File: src/rtl/vga_pkg.sv
// Character widths and codes shared by the VGA text pipeline.
// Latency: none (constants only).
// Backpressure: none.
package vga_pkg;

  localparam int CHAR_W = 7;

  typedef logic [CHAR_W-1:0] char_t;

  localparam char_t SPACE  = 7'h20;
  localparam char_t CHAR_A = 7'h41;
  localparam char_t CHAR_B = 7'h42;
  localparam char_t CHAR_C = 7'h43;

endpackage

File: src/rtl/text_page_ram.sv
// Simple dual-port character store: one write port, one synchronous read port.
// Latency: read data valid one cycle after the read address is sampled.
// Backpressure: none; a write is taken every cycle i_we is high.
module text_page_ram #(
  parameter int DEPTH  = 64,
  parameter int ADDR_W = 6,
  parameter int DATA_W = 7
) (
  input  logic              clk,
  input  logic              i_we,
  input  logic [ADDR_W-1:0] i_waddr,
  input  logic [DATA_W-1:0] i_wdata,
  input  logic [ADDR_W-1:0] i_raddr,
  output logic [DATA_W-1:0] o_rdata
);

  logic [DATA_W-1:0] r_mem [DEPTH];
  logic [DATA_W-1:0] r_rdata;

  // Write port: no reset on the array, contents are initialised by the owner's clear sweep.
  always_ff @(posedge clk) begin
    if (i_we) begin
      r_mem[i_waddr] <= i_wdata;
    end
  end

  // Read port: registered, so a same-cycle write to the read address returns the old data.
  always_ff @(posedge clk) begin
    r_rdata <= r_mem[i_raddr];
  end

  assign o_rdata = r_rdata;

endmodule

File: src/rtl/game_text_page.sv
// Text page buffer with clear sweep and typewriter-style progressive reveal.
// Latency: char_code follows char_xy by exactly one cycle.
// Backpressure: wr_ready low during clear, reset, and in any cycle clr_req is high.
module game_text_page
  import vga_pkg::*;
#(
  parameter  int COLS       = 16,
  parameter  int ROWS       = 4,
  parameter  int REVEAL_DIV = 4,
  localparam int COL_W      = $clog2(COLS),
  localparam int ROW_W      = $clog2(ROWS),
  localparam int AW         = ROW_W + COL_W
) (
  input  logic              clk,
  input  logic              rst,
  input  logic [AW-1:0]     char_xy,
  output logic [CHAR_W-1:0] char_code,
  input  logic              wr_valid,
  output logic              wr_ready,
  input  logic [AW-1:0]     wr_addr,
  input  logic [CHAR_W-1:0] wr_data,
  input  logic              clr_req,
  output logic              busy,
  input  logic              frame_tick,
  input  logic              reveal_en,
  input  logic              reveal_restart,
  output logic              reveal_done
);

  localparam int N     = ROWS * COLS;
  localparam int LIN_W = $clog2(N);
  localparam int RC_W  = $clog2(N + 1);
  localparam int DC_W  = $clog2(REVEAL_DIV + 1);

  typedef enum logic {ST_IDLE, ST_CLEAR} state_t;

  state_t             r_state;
  state_t             w_state_nxt;
  logic [LIN_W-1:0]   r_clr_addr;
  logic [RC_W-1:0]    r_rcnt;
  logic [DC_W-1:0]    r_dcnt;
  logic               r_done;
  logic               r_rd_blank;

  logic               w_clearing;
  logic               w_clr_last;
  logic               w_idle_ready;
  logic               w_wr_fire;

  logic [ROW_W-1:0]   w_rd_row;
  logic [COL_W-1:0]   w_rd_col;
  logic               w_rd_in_range;
  logic [LIN_W-1:0]   w_rd_lin;
  logic [ROW_W-1:0]   w_wr_row;
  logic [COL_W-1:0]   w_wr_col;
  logic               w_wr_in_range;
  logic [LIN_W-1:0]   w_wr_lin;

  logic               w_ram_we;
  logic [LIN_W-1:0]   w_ram_waddr;
  logic [CHAR_W-1:0]  w_ram_wdata;
  logic [CHAR_W-1:0]  w_ram_q;

  // Address decode: {row, col} to linear index; out-of-range cells map to 0 and are masked/dropped.
  assign w_rd_row      = char_xy[AW-1:COL_W];
  assign w_rd_col      = char_xy[COL_W-1:0];
  assign w_rd_in_range = (int'(w_rd_row) < ROWS) && (int'(w_rd_col) < COLS);
  assign w_rd_lin      = w_rd_in_range ? LIN_W'(int'(w_rd_row) * COLS + int'(w_rd_col)) : '0;

  assign w_wr_row      = wr_addr[AW-1:COL_W];
  assign w_wr_col      = wr_addr[COL_W-1:0];
  assign w_wr_in_range = (int'(w_wr_row) < ROWS) && (int'(w_wr_col) < COLS);
  assign w_wr_lin      = w_wr_in_range ? LIN_W'(int'(w_wr_row) * COLS + int'(w_wr_col)) : '0;

  // State register; reset lands in CLEAR so the array is swept without its own reset.
  always_ff @(posedge clk) begin
    if (rst) begin
      r_state <= ST_CLEAR;
    end else begin
      r_state <= w_state_nxt;
    end
  end

  // Next-state and handshake decode; a clear request beats a simultaneous write.
  always_comb begin
    w_state_nxt  = r_state;
    w_clearing   = 1'b0;
    w_clr_last   = 1'b0;
    w_idle_ready = 1'b0;
    case (r_state)
      ST_IDLE: begin
        w_idle_ready = !clr_req;
        if (clr_req) begin
          w_state_nxt = ST_CLEAR;
        end
      end
      ST_CLEAR: begin
        w_clearing = 1'b1;
        w_clr_last = (r_clr_addr == LIN_W'(N - 1));
        if (w_clr_last) begin
          w_state_nxt = ST_IDLE;
        end
      end
      default: begin
        w_state_nxt = ST_CLEAR;
      end
    endcase
  end

  assign wr_ready  = w_idle_ready && !rst;
  assign busy      = w_clearing || rst;
  assign w_wr_fire = wr_valid && wr_ready;

  // Clear sweep address: held at 0 outside CLEAR so every sweep starts from the first cell.
  always_ff @(posedge clk) begin
    if (rst || !w_clearing || w_clr_last) begin
      r_clr_addr <= '0;
    end else begin
      r_clr_addr <= r_clr_addr + LIN_W'(1);
    end
  end

  // Reveal divider and character counter; restart and end of clear both rewind to index 0.
  always_ff @(posedge clk) begin
    if (rst || reveal_restart || w_clr_last) begin
      r_rcnt <= '0;
      r_dcnt <= '0;
    end else if (frame_tick) begin
      if (r_dcnt == DC_W'(REVEAL_DIV - 1)) begin
        r_dcnt <= '0;
        if (r_rcnt != RC_W'(N)) begin
          r_rcnt <= r_rcnt + RC_W'(1);
        end
      end else begin
        r_dcnt <= r_dcnt + DC_W'(1);
      end
    end
  end

  // Completion flag, registered off the counter.
  always_ff @(posedge clk) begin
    if (rst) begin
      r_done <= 1'b0;
    end else begin
      r_done <= (r_rcnt == RC_W'(N));
    end
  end

  // Blanking decision sampled alongside the RAM read so both line up one cycle later.
  always_ff @(posedge clk) begin
    if (rst) begin
      r_rd_blank <= 1'b1;
    end else begin
      r_rd_blank <= w_clearing || !w_rd_in_range ||
                    (reveal_en && (RC_W'(w_rd_lin) >= r_rcnt));
    end
  end

  assign w_ram_we    = w_clearing || (w_wr_fire && w_wr_in_range);
  assign w_ram_waddr = w_clearing ? r_clr_addr : w_wr_lin;
  assign w_ram_wdata = w_clearing ? SPACE : wr_data;

  text_page_ram #(
    .DEPTH  (N),
    .ADDR_W (LIN_W),
    .DATA_W (CHAR_W)
  ) u_ram (
    .clk     (clk),
    .i_we    (w_ram_we),
    .i_waddr (w_ram_waddr),
    .i_wdata (w_ram_wdata),
    .i_raddr (w_rd_lin),
    .o_rdata (w_ram_q)
  );

  assign char_code   = r_rd_blank ? SPACE : w_ram_q;
  assign reveal_done = r_done;

endmodule

File: config.mk
export PLATFORM = sky130hd
export DESIGN_NAME = game_text_page
export DESIGN_NICKNAME = d
export VERILOG_FILES = /design/src/rtl/vga_pkg.sv /design/src/rtl/text_page_ram.sv /design/src/rtl/game_text_page.sv
export SDC_FILE = /design/constraint.sdc
export NUM_CORES = 1
export LEC_CHECK = 0
export BUFFER_PORTS_ARGS = -buffer_cell sky130_fd_sc_hd__clkbuf_2
export CAP_MARGIN = 20
export CELL_PAD_IN_SITES_DETAIL_PLACEMENT = 1
export CELL_PAD_IN_SITES_GLOBAL_PLACEMENT = 1
export CORE_ASPECT_RATIO = 0.5
export CORE_MARGIN = 5
export CORE_UTILIZATION = 30
export DETAILED_ROUTE_END_ITERATION = 10
export HOLD_SLACK_MARGIN = 0.15
export PLACE_DENSITY = 0.59
export SYNTH_ARGS = -nofsm -noshare
export SYNTH_HDL_FRONTEND = slang
export SYNTH_SLANG_ARGS = --single-unit
File: constraint.sdc
create_clock -name clk -period 8.1 [get_ports clk]
set_clock_uncertainty 0.05 [all_clocks]
set_input_delay 1.215 -clock clk [delete_from_list [all_inputs] [get_ports clk]]
set_output_delay 1.215 -clock clk [all_outputs]
set_load 0.1 [all_outputs]
Word level (Yosys, flattened, before mapping)
Memory sizes are Yosys's and may differ from the RTL's. A register that Yosys moved wholly into a read port is not among the register bits. Cells that the tools add are included.

RAM bits: 448. Logic and storage cells: 44. Memories kept: 1. Bits in registers: 19.

Memory list: u_ram.r_mem (words 64, width 7, read ports 1, clocked after Yosys merged registers in 1, write ports 1, RTL line text_page_ram.sv:17) `logic [DATA_W-1:0] r_mem [DEPTH];`.

Multiplexer cells: 12. Bitwise operators: 1. Reductions and logical operators: 14. Equal/unequal tests: 4. Add/sub/neg operators: 5. Order comparisons: 1.

Operators by type and width (count): $mux W7 (2); $add A6 B4 Y6 (2); $add A7 B1 Y7 const B (1); $eq A7 B7 Y1 const B (1); $ge A6 B7 Y1 (1); $logic_or A1 B1 Y1 (7); $mux W1 (7); $ne A7 B7 Y1 const B (1); $add A6 B1 Y6 const B (1); $eq A6 B6 Y1 const B (1); $mux W6 (1); $add A3 B1 Y3 const B (1); $eq A3 B2 Y1 const B (1); $logic_and A1 B1 Y1 (3); $logic_not A1 Y1 (3); $mux W3 (1); $reduce_and A3 Y1 (1); $pmux W1 S2 (1); $not A1 Y1 (1).

Longest topological paths before layout
Depth after elaboration: 7. Mapped depth: 12. Gate-level depth less buffers: 7.

Hierarchy
From an unflattened synthesis, not the netlist that was laid out.

Cell total of the unflattened synthesis: 961. Area total of the unflattened synthesis: 18820.6 µm².

Modules (own cells, without submodules): text_page_ram (area each 17635.7 µm², sequential area each 13593.0 µm², instances 1, cells each 827); game_text_page (area each 1184.9 µm², sequential area each 380.4 µm², instances 1, cells each 134).

Least setup slack after synthesis
OpenSTA, ideal clock, no wires.

Path kind: input-to-output. From: input rst. To: output wr_ready. Arrival: 3069 ps. Buffers on the path: 0. Stages on the path: 2. Setup slack: 3766 ps. Cell sequence: or2_2 > nor2_1.

Cells in the longest elaborated chain, start to end: 2.

RTL lines: start, declared (RTL line game_text_page.sv:15) `input logic rst,`; $logic_not A1 Y1 (RTL line game_text_page.sv:110) `assign wr_ready = w_idle_ready && !rst;`; $logic_and A1 B1 Y1 (RTL line game_text_page.sv:110); end, declared (RTL line game_text_page.sv:19) `output logic wr_ready,`.

Every way passes these cells.

Worst setup path after layout
Ends and elaborated chain as after synthesis.

==> metrics.cfg <==
[cts]
post_cts_buffers=0
cts_resized=0
path_clk_slew_ns=0.06
clock_latency_ns=0.58
hold_buffers=0
h-tree-depth=2
clockBufferDepth=3
cts_root_buf=clkbuf_16
cts_buffers=46
cts_tree=yes
cts.sinks=474

[synthesis]
synth_edf_count=448
ys_warn_count=0
ys.flop_type=edfxtp_1
mappedNetlistArea_mm2=0.0189
syn_inst=1004
syn_area_per_cell_um2=18.8
synth.distinct_cells=51
synthArstFlopShare_pct=0
ys_seq_area_share_pct=73.9
ys_ff_latch=474
synthesis.nets=1040

[floorplanning]
die_area_mm2=0.0684
coreArea_mm2=0.0627
dieWidth_um=365
num_rows=65
ios=36
start_util_pct=30.1
die_h_um=187

[power_and_ir_drop]
switchingPower_uw=1080
power_density_mw_per_mm2=238
pwr-share-clk_pct=43.9
ir_drop_v=0.000138
power_frac_seq_pct=52.0
finalPower_uw=5130
share_comb_of_total_power_pct=4.1
switching_share_pct=21.1
leakagePower_uw=0.00679
internal_power_uw=4050

[global_routing]
grt_max_degree=70
grt_overflow=0
grt_pass1_wl_um=69500
grt_pass1_vias=10300
grtUsageTotal_pct=13.7
grt_antenna_before_repair=2

[routing]
drt_pass1_iterations=4
dr_total_vias=9520
drt_iter0_markers=815
vias_per_cell=4.93
ant_nets=0
drt-total-wl_um=46700
wire_per_inst_um=24.2
drc=0

[timing]
tightest_slew_ns=0.949
period_share_pct=45.8
drv_slew=0
tns_ns=0
timing.fmax_mhz=270
slew_headroom_pct=36.7
fin_ws_ns=4.39
min_period_ns=3.71
hold_violations=0
rsz0062_at_grt=false
final-setup-viol-count=0

[worst_setup_path]
path_max_fanout=6
end_kind=primary output
worstPathArrival_ns=2.44
startpoint_type=input port
crit_type=in2out
cp.required_ns=6.84

[finish]
final_common_cell=edfxtp_1
drive_gt1_share_pct=21.9
final_util_pct=34.3
final_cell_mix=edfxtp_1 (448), nor2_1 (106), mux4_2 (98), nand2_1 (46), clkbuf_16 (46)
instances_no_fill=1931
finalNetCount=1090
synthToLayoutAreaGrowth_pct=13.9

[run]
cap_violations=0

[placed_design]
routabilityCongestion=0.769
place_hpwl_um=29300
io_buffers=35
placed_cells=1843
preCtsSetupSlack_ns=3.71

[min_path]
hold_class=reg2reg

[run_status]
outcome=finished, final reports clean

## stage by stage
| step | instance area (µm²) | hold WS [ns] |
|---|---|---|
| final | 21500 | 0.403 |
| after floorplan | 18900 | 0.362 |
| after global placement | 20000 | 0.372 |
| after CTS | 21500 | 0.407 |
| after detailed placement | 20000 | 0.397 |
| after global routing | 21500 | 0.425 |
## power groups by stage
stage / clock network (µW) / logic, µW / registers, µW
after floorplan: 0 / 147 / 2710
after global placement: 0 / 212 / 2720
after detailed placement: 0 / 214 / 2720
after CTS: 2300 / 215 / 2670
after global routing: 2410 / 227 / 2670
final: 2250 / 213 / 2670
## per-layer routing
metal  wire, µm  global-route usage [%]
met1      21100                    19.2
met2      21900                    21.8
met3       2620                    2.79
met4       1110                    3.58
met5          0                       0
## cells in the mapped netlist (9+ instances only)
master	instances	area, µm²
nand2_1	46	173
nand3_1	14	70.1
xnor2_1	9	78.8
mux4_2	98	2210
o22ai_1	14	87.6
nor2_1	106	398
clkbuf_1	18	67.6
a21oi_1	10	50.1
nor2b_1	26	163
ha_1	10	125
mux2i_1	22	220
mux2_2	11	124
dfxtp_1	26	521
nand2b_1	10	62.6
nor3_1	11	55.1
edfxtp_1	448	13500
inv_1	13	48.8
o21ai_0	10	50.1
buf_2	11	55.1
## logic make-up (layout without fill, tap and decap cells)
family                     after synthesis  in the layout  share of synthesized area (%)
DFF                                    474            474                           73.9
and+or+nand+nor                        237            237                           5.75
muxes                                  137            137                           14.3
AOI/OAI and AO/OA                       79             79                           2.98
buffers and inverters                   58            146                           1.93
adders and majority gates               10             10                          0.662
xor gates and xnor gates                 9              9                          0.417
other                                    0              2                              0
## registers in the layout (all words and copies together), names as in the netlist
register and count:
u_ram.o_rdata 7, r_dcnt 3, u_ram.r_mem 448, r_rd_blank 1, r_state 1, r_rcnt 7, reveal_done 1, r_clr_addr 6
## critical path, stage by stage
cell	delay [ns]
clkbuf_2	0.20
or2_2	0.43
nor2_1	0.12
clkbuf_2	0.46
## worst paths after layout
| check | to | slack (ns) | startpoint | cells past startpoint |
|---|---|---|---|---|
| min | r_dcnt[2] | 0.40 | r_dcnt[2] | 2 |
| max | wr_ready | 4.39 | rst | 4 |
| min reg2reg | r_dcnt[2] | 0.40 | r_dcnt[2] | 2 |
| max reg2reg | u_ram.r_mem[56][0] | 5.04 | r_state | 5 |
## cell type report
class | count | area [µm²]
multi-input combinational | 472 | 4610
clock inverter | 26 | 354
timing repair buffer | 47 | 277
sequential | 474 | 14000
inverter | 13 | 48.8
tap | 837 | 1050
antenna | 2 | 5.00
fill | 6247 | 41200
clock buffer | 60 | 1220
Power figures use the tool's default switching activity.
